==> config.mk <==
export PLATFORM = sky130hd
export DESIGN_NAME = hist_accum_ram
export DESIGN_NICKNAME = d
export VERILOG_FILES = /design/src/rtl/hist_pkg.sv /design/src/rtl/hist_sdp_ram.sv /design/src/rtl/hist_accum_ram.sv
export SDC_FILE = /design/constraint.sdc
export NUM_CORES = 2
export LEC_CHECK = 0
export ABC_CLOCK_PERIOD_IN_PS = 14800
export BUFFER_PORTS_ARGS = -buffer_cell sky130_fd_sc_hd__buf_2
export CAP_MARGIN = 20
export CORE_ASPECT_RATIO = 1.1
export CORE_MARGIN = 2
export CORE_UTILIZATION = 50
export DETAILED_ROUTE_END_ITERATION = 6
export PLACE_DENSITY = 0.65
export SLEW_MARGIN = 20
export SYNTH_ARGS = -nofsm -noshare
export SYNTH_HDL_FRONTEND = slang
export SYNTH_SLANG_ARGS = --single-unit
==> constraint.sdc <==
create_clock -name clk -period 14.8 [get_ports clk]
set_input_delay 0 -clock clk [delete_from_list [all_inputs] [get_ports clk]]
set_output_delay 0 -clock clk [all_outputs]
set_load 0.03 [all_outputs]
==> src/rtl/hist_pkg.sv <==
// Shared definitions for the histogram accumulator: clear-engine state encoding
// and the bin-count derivation used to size the RAM and the clear pointer.
package hist_pkg;

    typedef logic [1:0] clr_state_t;

    localparam clr_state_t ST_IDLE  = 2'd0;
    localparam clr_state_t ST_DRAIN = 2'd1;
    localparam clr_state_t ST_CLEAR = 2'd2;

    localparam int unsigned BYTE_W = 8;

    // Number of bins addressable with a bin index of the given width.
    function automatic int unsigned hist_depth(input int unsigned bin_w);
        return 32'd1 << bin_w;
    endfunction

endpackage

==> src/rtl/hist_sdp_ram.sv <==
// Simple dual-port RAM: one byte-enabled write port, one registered read port.
// A read to the address being written returns the old contents.
module hist_sdp_ram
    import hist_pkg::*;
#(
    parameter int unsigned DATA_W = 32,
    parameter int unsigned ADDR_W = 6,
    parameter int unsigned BE_W   = DATA_W / 8
) (
    input  logic              clk,
    input  logic              i_we,
    input  logic [ADDR_W-1:0] i_waddr,
    input  logic [DATA_W-1:0] i_wdata,
    input  logic [BE_W-1:0]   i_wbe,
    input  logic              i_re,
    input  logic [ADDR_W-1:0] i_raddr,
    output logic [DATA_W-1:0] o_rdata
);

    localparam int unsigned DEPTH = hist_depth(ADDR_W);

    logic [DATA_W-1:0] r_mem [DEPTH];
    logic [DATA_W-1:0] r_rdata;

    // Lane-wise write; non-blocking update gives old-data read-during-write.
    always_ff @(posedge clk) begin
        if (i_we) begin
            for (int b = 0; b < int'(BE_W); b++) begin
                if (i_wbe[b]) begin
                    r_mem[i_waddr][b*BYTE_W +: BYTE_W] <= i_wdata[b*BYTE_W +: BYTE_W];
                end
            end
        end
        if (i_re) begin
            r_rdata <= r_mem[i_raddr];
        end
    end

    assign o_rdata = r_rdata;

endmodule

==> src/rtl/hist_accum_ram.sv <==
// Histogram accumulator: a sample stream increments one bin per clock through a
// two-stage read-modify-write pipeline; an Avalon-MM slave reads/writes/clears bins.
module hist_accum_ram
    import hist_pkg::*;
#(
    parameter int unsigned DATA_W   = 32,
    parameter int unsigned BIN_W    = 6,
    parameter int unsigned SATURATE = 1
) (
    input  logic                  clk,
    input  logic                  reset,
    input  logic                  sample_valid,
    input  logic [BIN_W-1:0]      sample_bin,
    output logic                  sample_ready,
    input  logic [BIN_W-1:0]      address,
    input  logic                  chipselect,
    input  logic                  read,
    input  logic                  write,
    input  logic [DATA_W-1:0]     writedata,
    input  logic [DATA_W/8-1:0]   byteenable,
    output logic                  waitrequest,
    output logic [DATA_W-1:0]     readdata,
    output logic                  readdatavalid,
    input  logic                  clear_start,
    output logic                  busy,
    output logic                  overflow
);

    localparam int unsigned DEPTH = hist_depth(BIN_W);
    localparam int unsigned BE_W  = DATA_W / 8;
    localparam logic [BIN_W-1:0] LAST_BIN = BIN_W'(DEPTH - 1);

    clr_state_t        r_state;
    clr_state_t        w_state_nxt;
    logic [BIN_W-1:0]  r_clr_ptr;

    logic              r_s1_valid;
    logic [BIN_W-1:0]  r_s1_bin;
    logic              r_fwd_valid;
    logic [BIN_W-1:0]  r_fwd_bin;
    logic [DATA_W-1:0] r_fwd_data;

    logic              r_rdv;
    logic              r_rd_fwd;
    logic [DATA_W-1:0] r_rd_fwd_data;
    logic              r_overflow;

    logic              w_idle;
    logic              w_host_acc;
    logic              w_sample_acc;
    logic              w_rd_acc;
    logic              w_wr_acc;
    logic [DATA_W-1:0] w_ram_q;
    logic [DATA_W-1:0] w_base;
    logic              w_base_max;
    logic [DATA_W-1:0] w_new;

    logic              w_ram_we;
    logic [BIN_W-1:0]  w_ram_waddr;
    logic [DATA_W-1:0] w_ram_wdata;
    logic [BE_W-1:0]   w_ram_wbe;
    logic              w_ram_re;
    logic [BIN_W-1:0]  w_ram_raddr;

    // Handshakes: host accesses win over samples; writes also wait for S1 to retire.
    assign w_idle       = (r_state == ST_IDLE);
    assign w_host_acc   = chipselect & (read | write);
    assign sample_ready = w_idle & ~w_host_acc;
    assign w_sample_acc = sample_valid & sample_ready;
    assign busy         = ~w_idle;
    assign waitrequest  = ~w_idle | (write & r_s1_valid);
    assign w_wr_acc     = chipselect & write & ~waitrequest;
    assign w_rd_acc     = chipselect & read & ~write & ~waitrequest;

    // S1 increment, taking the previous S1 result when it hit the same bin.
    assign w_base     = (r_fwd_valid && (r_fwd_bin == r_s1_bin)) ? r_fwd_data : w_ram_q;
    assign w_base_max = &w_base;

    always_comb begin
        w_new = w_base + DATA_W'(1);
        if (w_base_max) begin
            w_new = (SATURATE != 0) ? w_base : '0;
        end
    end

    // Single write port: the clear engine, S1 and host writes never coincide.
    always_comb begin
        w_ram_we    = 1'b0;
        w_ram_waddr = r_s1_bin;
        w_ram_wdata = w_new;
        w_ram_wbe   = '1;
        if (r_state == ST_CLEAR) begin
            w_ram_we    = 1'b1;
            w_ram_waddr = r_clr_ptr;
            w_ram_wdata = '0;
        end else if (r_s1_valid) begin
            w_ram_we    = 1'b1;
        end else if (w_wr_acc) begin
            w_ram_we    = 1'b1;
            w_ram_waddr = address;
            w_ram_wdata = writedata;
            w_ram_wbe   = byteenable;
        end
    end

    assign w_ram_re    = w_sample_acc | w_rd_acc;
    assign w_ram_raddr = w_rd_acc ? address : sample_bin;

    hist_sdp_ram #(
        .DATA_W (DATA_W),
        .ADDR_W (BIN_W),
        .BE_W   (BE_W)
    ) u_ram (
        .clk     (clk),
        .i_we    (w_ram_we),
        .i_waddr (w_ram_waddr),
        .i_wdata (w_ram_wdata),
        .i_wbe   (w_ram_wbe),
        .i_re    (w_ram_re),
        .i_raddr (w_ram_raddr),
        .o_rdata (w_ram_q)
    );

    // Clear engine next state.
    always_comb begin
        w_state_nxt = r_state;
        case (r_state)
            ST_IDLE:  if (clear_start)             w_state_nxt = ST_DRAIN;
            ST_DRAIN: if (!r_s1_valid)             w_state_nxt = ST_CLEAR;
            ST_CLEAR: if (r_clr_ptr == LAST_BIN)   w_state_nxt = ST_IDLE;
            default:                               w_state_nxt = ST_CLEAR;
        endcase
    end

    always_ff @(posedge clk or posedge reset) begin
        if (reset) begin
            r_state       <= ST_CLEAR;
            r_clr_ptr     <= '0;
            r_s1_valid    <= 1'b0;
            r_s1_bin      <= '0;
            r_fwd_valid   <= 1'b0;
            r_fwd_bin     <= '0;
            r_fwd_data    <= '0;
            r_rdv         <= 1'b0;
            r_rd_fwd      <= 1'b0;
            r_rd_fwd_data <= '0;
            r_overflow    <= 1'b0;
        end else begin
            r_state <= w_state_nxt;
            // Pointer wraps back to 0 on the last bin, ready for the next clear.
            if (r_state == ST_CLEAR) begin
                r_clr_ptr <= r_clr_ptr + BIN_W'(1);
            end
            r_s1_valid    <= w_sample_acc;
            r_s1_bin      <= sample_bin;
            r_fwd_valid   <= r_s1_valid;
            r_fwd_bin     <= r_s1_bin;
            r_fwd_data    <= w_new;
            r_rdv         <= w_rd_acc;
            r_rd_fwd      <= r_s1_valid && (r_s1_bin == address);
            r_rd_fwd_data <= w_new;
            if (r_state == ST_CLEAR) begin
                r_overflow <= 1'b0;
            end else if (r_s1_valid && w_base_max) begin
                r_overflow <= 1'b1;
            end
        end
    end

    // RAM output register is the read stage; a same-cycle S1 write overrides it.
    assign readdata      = r_rdv ? (r_rd_fwd ? r_rd_fwd_data : w_ram_q) : '0;
    assign readdatavalid = r_rdv;
    assign overflow      = r_overflow;

endmodule

* Yosys cells after proc, flatten, opt, wreduce, memory -nomap -nowiden *
Memory sizes are Yosys's and may differ from the RTL's. A register that Yosys moved wholly into a read port is not among the register bits.
Index checks and enable logic that the tools add are counted.
Widths: inputs -> output; s select.

word-level totals
  bits in registers = 57
  logic and storage cells = 79
  RAM bits = 2,048
  memories kept = 1
  input bits = 55
  output and inout bits = 37

memory list
  name         depth  bits a word  read ports  clocked after Yosys merged registers in  wr ports  RTL line            source
  u_ram.r_mem  64     32           1           1                                        1         hist_sdp_ram.sv:22  logic [DATA_W-1:0] r_mem [DEPTH];

cells by class
  bitwise logic cells = 16
  reductions and logical operators = 7
  multiplexer cells = 35
  equal/unequal tests = 8
  add/subtract/negate cells = 2

operators by type and width
  cell                   number
  $mux 32                7
  $add 32x1->32 const B  1
  $reduce_and 32->1      1
  $mux 6                 4
  $mux 1                 17
  $eq 6x6->1             2
  $mux 4                 3
  $and 1x1->1            9
  $add 6x1->6 const B    1
  $eq 6x6->1 const B     1
  $mux 2                 3
  $pmux 2 s3             1
  $ne 2x2->1 const B     2
  $not 1->1              4
  $logic_and 1x1->1      3
  $or 1x1->1             3
  $reduce_and 3->1       1
  $eq 2x1->1 const B     1
  $eq 2x2->1 const B     1
  $logic_not 2->1        1
  $ne 2x1->1 const B     1
  $reduce_bool 2->1      1

* Longest topological paths before layout *
  word-level depth = 11
  depth in mapped cells = 18
  depth with buffers taken out = 14

* Hierarchy *
From an unflattened synthesis, not the netlist that was laid out.

second synthesis, totals
  cell total of the unflattened synthesis = 4,162
  area total of the unflattened synthesis = 84,868.9 µm²

modules (own cells, without submodules)
  module          seq. area each (µm²)  cells an instance  area each (µm²)  times used
  hist_sdp_ram    62,459.9              3,576              80,091.8         1
  hist_accum_ram  1,427.6               586                4,777.1          1

* Least setup slack after synthesis *
Ideal clock, no wire load.

  path kind = reg2reg
  start = reg r_s1_bin[0]
  end = mem u_ram.r_mem[0][24] (data pin)
  library setup time = 681 ps
  cell stages (with the launch flop) = 18
  path slack = 8,354 ps
  data arrival time = 5,765 ps
  period minus slack after synthesis = 6,446 ps
  required time = 14,119 ps
  cell sequence = dfrtp_1 > xnor2_1 > nand4_1 > nor2_1 > buf_2 > buf_2 > buf_2 > nand2_1 > nand2_1 > ha_1 > nand3_1 > nor3_1 > nand2_1 > o21ai_0 > mux2i_1 > nor2_1 > a311oi_1 > nor3_1

on the way
  word-level cells in the longest chain between the ends = 8
  elaborated cells between the ends (all ways) = 9

ends and longest elaborated chain
  item                                                RTL line                                    source
  from (decl)                                         hist_accum_ram.sv:38                        logic [BIN_W-1:0] r_s1_bin;
  from (signal assigned)                              hist_accum_ram.sv:155                       r_s1_bin <= sample_bin;
  $eq 6x6->1 *                                        hist_accum_ram.sv:76                        assign w_base = (r_fwd_valid && (r_fwd_bin == r_s1_bin)) ? r_fwd_data : w_ram_q;
  $logic_and 1x1->1 *                                 hist_accum_ram.sv:76
  $mux 32 *                                           hist_accum_ram.sv:76
  $add 32x1->32 or $reduce_and 32->1 (tied branches)  hist_accum_ram.sv:80, hist_accum_ram.sv:77
  $mux 32 *                                           hist_accum_ram.sv:81                        if (w_base_max) begin
  $mux 32                                             hist_accum_ram.sv:98                        end else if (w_wr_acc) begin
  $mux 32 *                                           hist_accum_ram.sv:96                        end else if (r_s1_valid) begin
  $mux 32 *                                           hist_accum_ram.sv:92                        if (r_state == ST_CLEAR) begin
  via u_ram.i_wdata[24]                               hist_sdp_ram.sv:13                          input logic [DATA_W-1:0] i_wdata,
  to (decl)                                           hist_sdp_ram.sv:22

The timed path passes the listed nets; every way through them passes the cells marked *.

* Worst setup path in the final report *
  start = reg r_s1_bin[1]
  end = mem u_ram.r_mem[18][4] (data pin)

on the way
  word-level cells in the longest chain between the ends = 8
  elaborated cells between the ends (all ways) = 9

ends and longest elaborated chain
  item                                                RTL line                                    source
  $eq 6x6->1 *                                        hist_accum_ram.sv:76
  $logic_and 1x1->1 *                                 hist_accum_ram.sv:76
  $mux 32 *                                           hist_accum_ram.sv:76
  $add 32x1->32 or $reduce_and 32->1 (tied branches)  hist_accum_ram.sv:80, hist_accum_ram.sv:77
  $mux 32 *                                           hist_accum_ram.sv:81
  via w_new[4]                                        hist_accum_ram.sv:56                        logic [DATA_W-1:0] w_new;
  $mux 32                                             hist_accum_ram.sv:98
  $mux 32 *                                           hist_accum_ram.sv:96
  $mux 32 *                                           hist_accum_ram.sv:92
  via u_ram.i_wdata[4]                                hist_sdp_ram.sv:13

Marked as above.

==> flow_metrics.tcl <==
set metrics [dict create \
    cts_resized 0 \
    grt_max_degree 120 \
    die-width_microns 399 \
    post-cts-setup-buffers 0 \
    via_count 42300 \
    netlist_top_cells_area "edfxtp_1 73%, mux4_2 13%, mux2i_1 2.3%, mux2_2 2.2%, dfrtp_1 1.6%" \
    start_util_pct 50.3 \
    yosysMostFrequentCell "edfxtp_1" \
    cts_buffers 206 \
    rsz0062_at_grt "no" \
    dieArea_sq_um 175000 \
    grt_busiest_layer "met2" \
    grt_pass1_vias 43000 \
    drtPass1Iterations 5 \
    finalCritPeriodShare_pct 41.8 \
    fin_nets 4454 \
    synth_flop_cell "edfxtp_1" \
    powerDensity_nw_per_um2 170 \
    ff2ff_path_depth 15 \
    utilization_pct 56.5 \
    ys_warn_count 0 \
    worst_pin_slew_ps 1100 \
    layout-drive-gt1-share_pct 28.8 \
    yosysUniqueCellTypes 63 \
    area_growth_pct 12.4 \
    max_stage_delay_ps 890 \
    yosysSeqAreaShare_pct 74.5 \
    cp_slowest_cell "o21ai_2" \
    cts_hold_buf 29 \
    worstSkewPairLatency_ps 870 \
    end_kind "flip-flop" \
    fin_crit_ps 6180 \
    synth_top_cell_area_share_pct 72.9 \
    drtIter0Drc 4717 \
    crit_arrival_ps 6800 \
    cp_data_required_time_ps 15420 \
    status "completed" \
    netlist_instances 4153 \
    path_max_fanout 33 \
    yosys-top-cells-count "2080 x edfxtp_1, 512 x mux4_2, 199 x mux2i_1" \
    syn_area_sq_um 85700 \
    avgViaCountPerCell 6.20 \
    async_flop_share_pct 2.67 \
    hpwlAfterDp_microns 123000 \
    totalWireLength_microns 206000 \
    hold_depth 2 \
    hold_viol_final 0 \
    ys_ff_latch 2137 \
    htreeDepth 4 \
    fin_worst_skew_ps 45.3 \
    die_h_microns 438 \
    cts.sinks 2137 \
    cts_root_buffer "clkbuf_16" \
    drc 0 \
    clk_path_buf_depth 3 \
    drv_slew 0 \
    grt_use_total_pct 23.6 \
    grtUsageMet2_pct 36.2 \
    postRouteAntennaNets 0 \
    gp_congestion 0.859 \
    p_total_mw 16.4 \
    cts.clk_slew.worst_paths_ps 60 \
    syn_area_per_cell_sq_um 20.6 \
    criticalPathCategory "reg -> reg" \
    antenna_found_initial 10 \
    slew_headroom_pct 26.9 \
    drv_cap 0 \
    hp-class "in -> reg" \
    fmax_ghz 0.162 \
    boundaryPins 92 \
    p_leak_nw 30.9 \
    met1_usage_pct 34.8 \
    synth_nets 4210 \
    rows 159 \
    routedWlPerCell_microns 30.2 \
    synth_edf_count 2080 \
    synth_top_area_cell "edfxtp_1" \
    gr-usage-met3_pct 5.04 \
    path_cells "xnor2_1, nand3_1, buf_4, nor2_4, mux2_2, ha_1, nand3_1, nor4_1, nand3_1, o21ai_2, o21a_1, nor3_1, a21oi_1, a22o_2, buf_4" \
    coreArea_sq_um 170000 \
    setup_viol_count_final 0 \
    grt_pass1_wl_microns 298000 \
    cts_tree "built" \
    setup_tns_ps 0 \
    start_kind "flip-flop" \
    numPortBuffers 91 \
    critPathMostFrequentCell "nand3_1" \
    vdd_ir_drop_max_mv 0.218 \
    grt-ovfl-total 0 \
]
## placed cells by master, fill, tap and decap left out, drive strengths merged, types with 19 or more instances in the layout
cell type    synthesis  routed
xnor2               33      33
nor2b               37      37
nand4               32      32
edfxtp            2080    2080
xor2                20      20
clkbuf             134     270
nor3               142     142
mux2i              199     199
nand2               92      92
a21oi               38      38
dlygate4sd3          0      30
nand3               24      24
o22ai               63      63
nor2               170     170
clkinv               0      87
mux4               512     512
dfrtp               56      56
or2                 19      19
a221oi              62      62
mux2               165     165
buf                145     285
## metal layers
layer	wire length [microns]	up-vias
met5	13	-
met1	86600	22600
li1	-	17800
met4	4870	2
met2	97400	1724
met3	17000	259
## report_power, final
| part | internal [mW] | switching [mW] | leakage [nW] |
|---|---|---|---|
| Combinational | 0.813 | 2.42 | 7.83 |
| Clock | 2.86 | 2.25 | 3.16 |
| Sequential | 7.90 | 0.162 | 19.9 |
| Total | 11.6 | 4.82 | 30.9 |
## registers in the layout, indices dropped and copies added, names as in the netlist
| register | count |
|---|---|
| r_rd_fwd_data | 32 |
| r_rd_fwd | 1 |
| r_clr_ptr | 6 |
| r_state | 2 |
| overflow | 1 |
| readdatavalid | 1 |
| r_s1_bin | 6 |
| r_s1_valid | 1 |
| r_fwd_valid | 1 |
| u_ram.r_mem | 2048 |
| u_ram.o_rdata | 32 |
| r_fwd_bin | 6 |
## worst max-delay path: cells and delay by family, from the launching register on
family	cells	cell delay [ps]
compound gates	4	1950
simple gates	6	1920
buf+inv	2	720
flops	1	430
mux	1	290
fa+ha+maj	1	270
xor+xnor	1	250
## cell families after synthesis
group                      synth area share, %
xor gates and xnor gates                 0.542
DFF                                       74.5
adders and majority gates               0.0292
muxes                                     17.9
and+or+nand+nor                           3.28
AOI/OAI and AO/OA                         1.84
buffers and inverters                     1.81
## area by class of cell
type	count	area [sq um]
antenna	1	2.50
multi-input combinational	1731	20800
fill	12600	74100
tap	2254	2820
clock inverter	111	1080
clock buffer	270	5450
sequential	2137	63900
timing repair buffer	315	2290
inverter	6	22.5
## stage by stage
stage	cell area, sq um	hold WS (ps)	instances	setup slack (ps)
2_1_floorplan	85700	31.4	4153	8350
3_3_place_gp	89400	162	6413	9010
3_5_place_dp	89500	161	6413	8740
4_1_cts	96300	1.32	6823	8680
5_1_grt	96300	9.67	6825	8280
6_report	96300	20.9	6825	8620
## path summary, 6_finish.rpt
path | start | end | slack [ps]
setup / recovery | r_s1_bin[1] | u_ram.r_mem[18][4] | 8620
hold / removal | writedata[6] | u_ram.r_mem[50][6] | 20
setup reg to reg | r_s1_bin[1] | u_ram.r_mem[18][4] | 8620
hold reg to reg | r_s1_bin[2] | r_fwd_bin[2] | 450
max in group asynchronous | reset | r_rd_fwd | 13730
min in group asynchronous | reset | r_s1_valid | 460
Power figures use the tool's default switching activity.
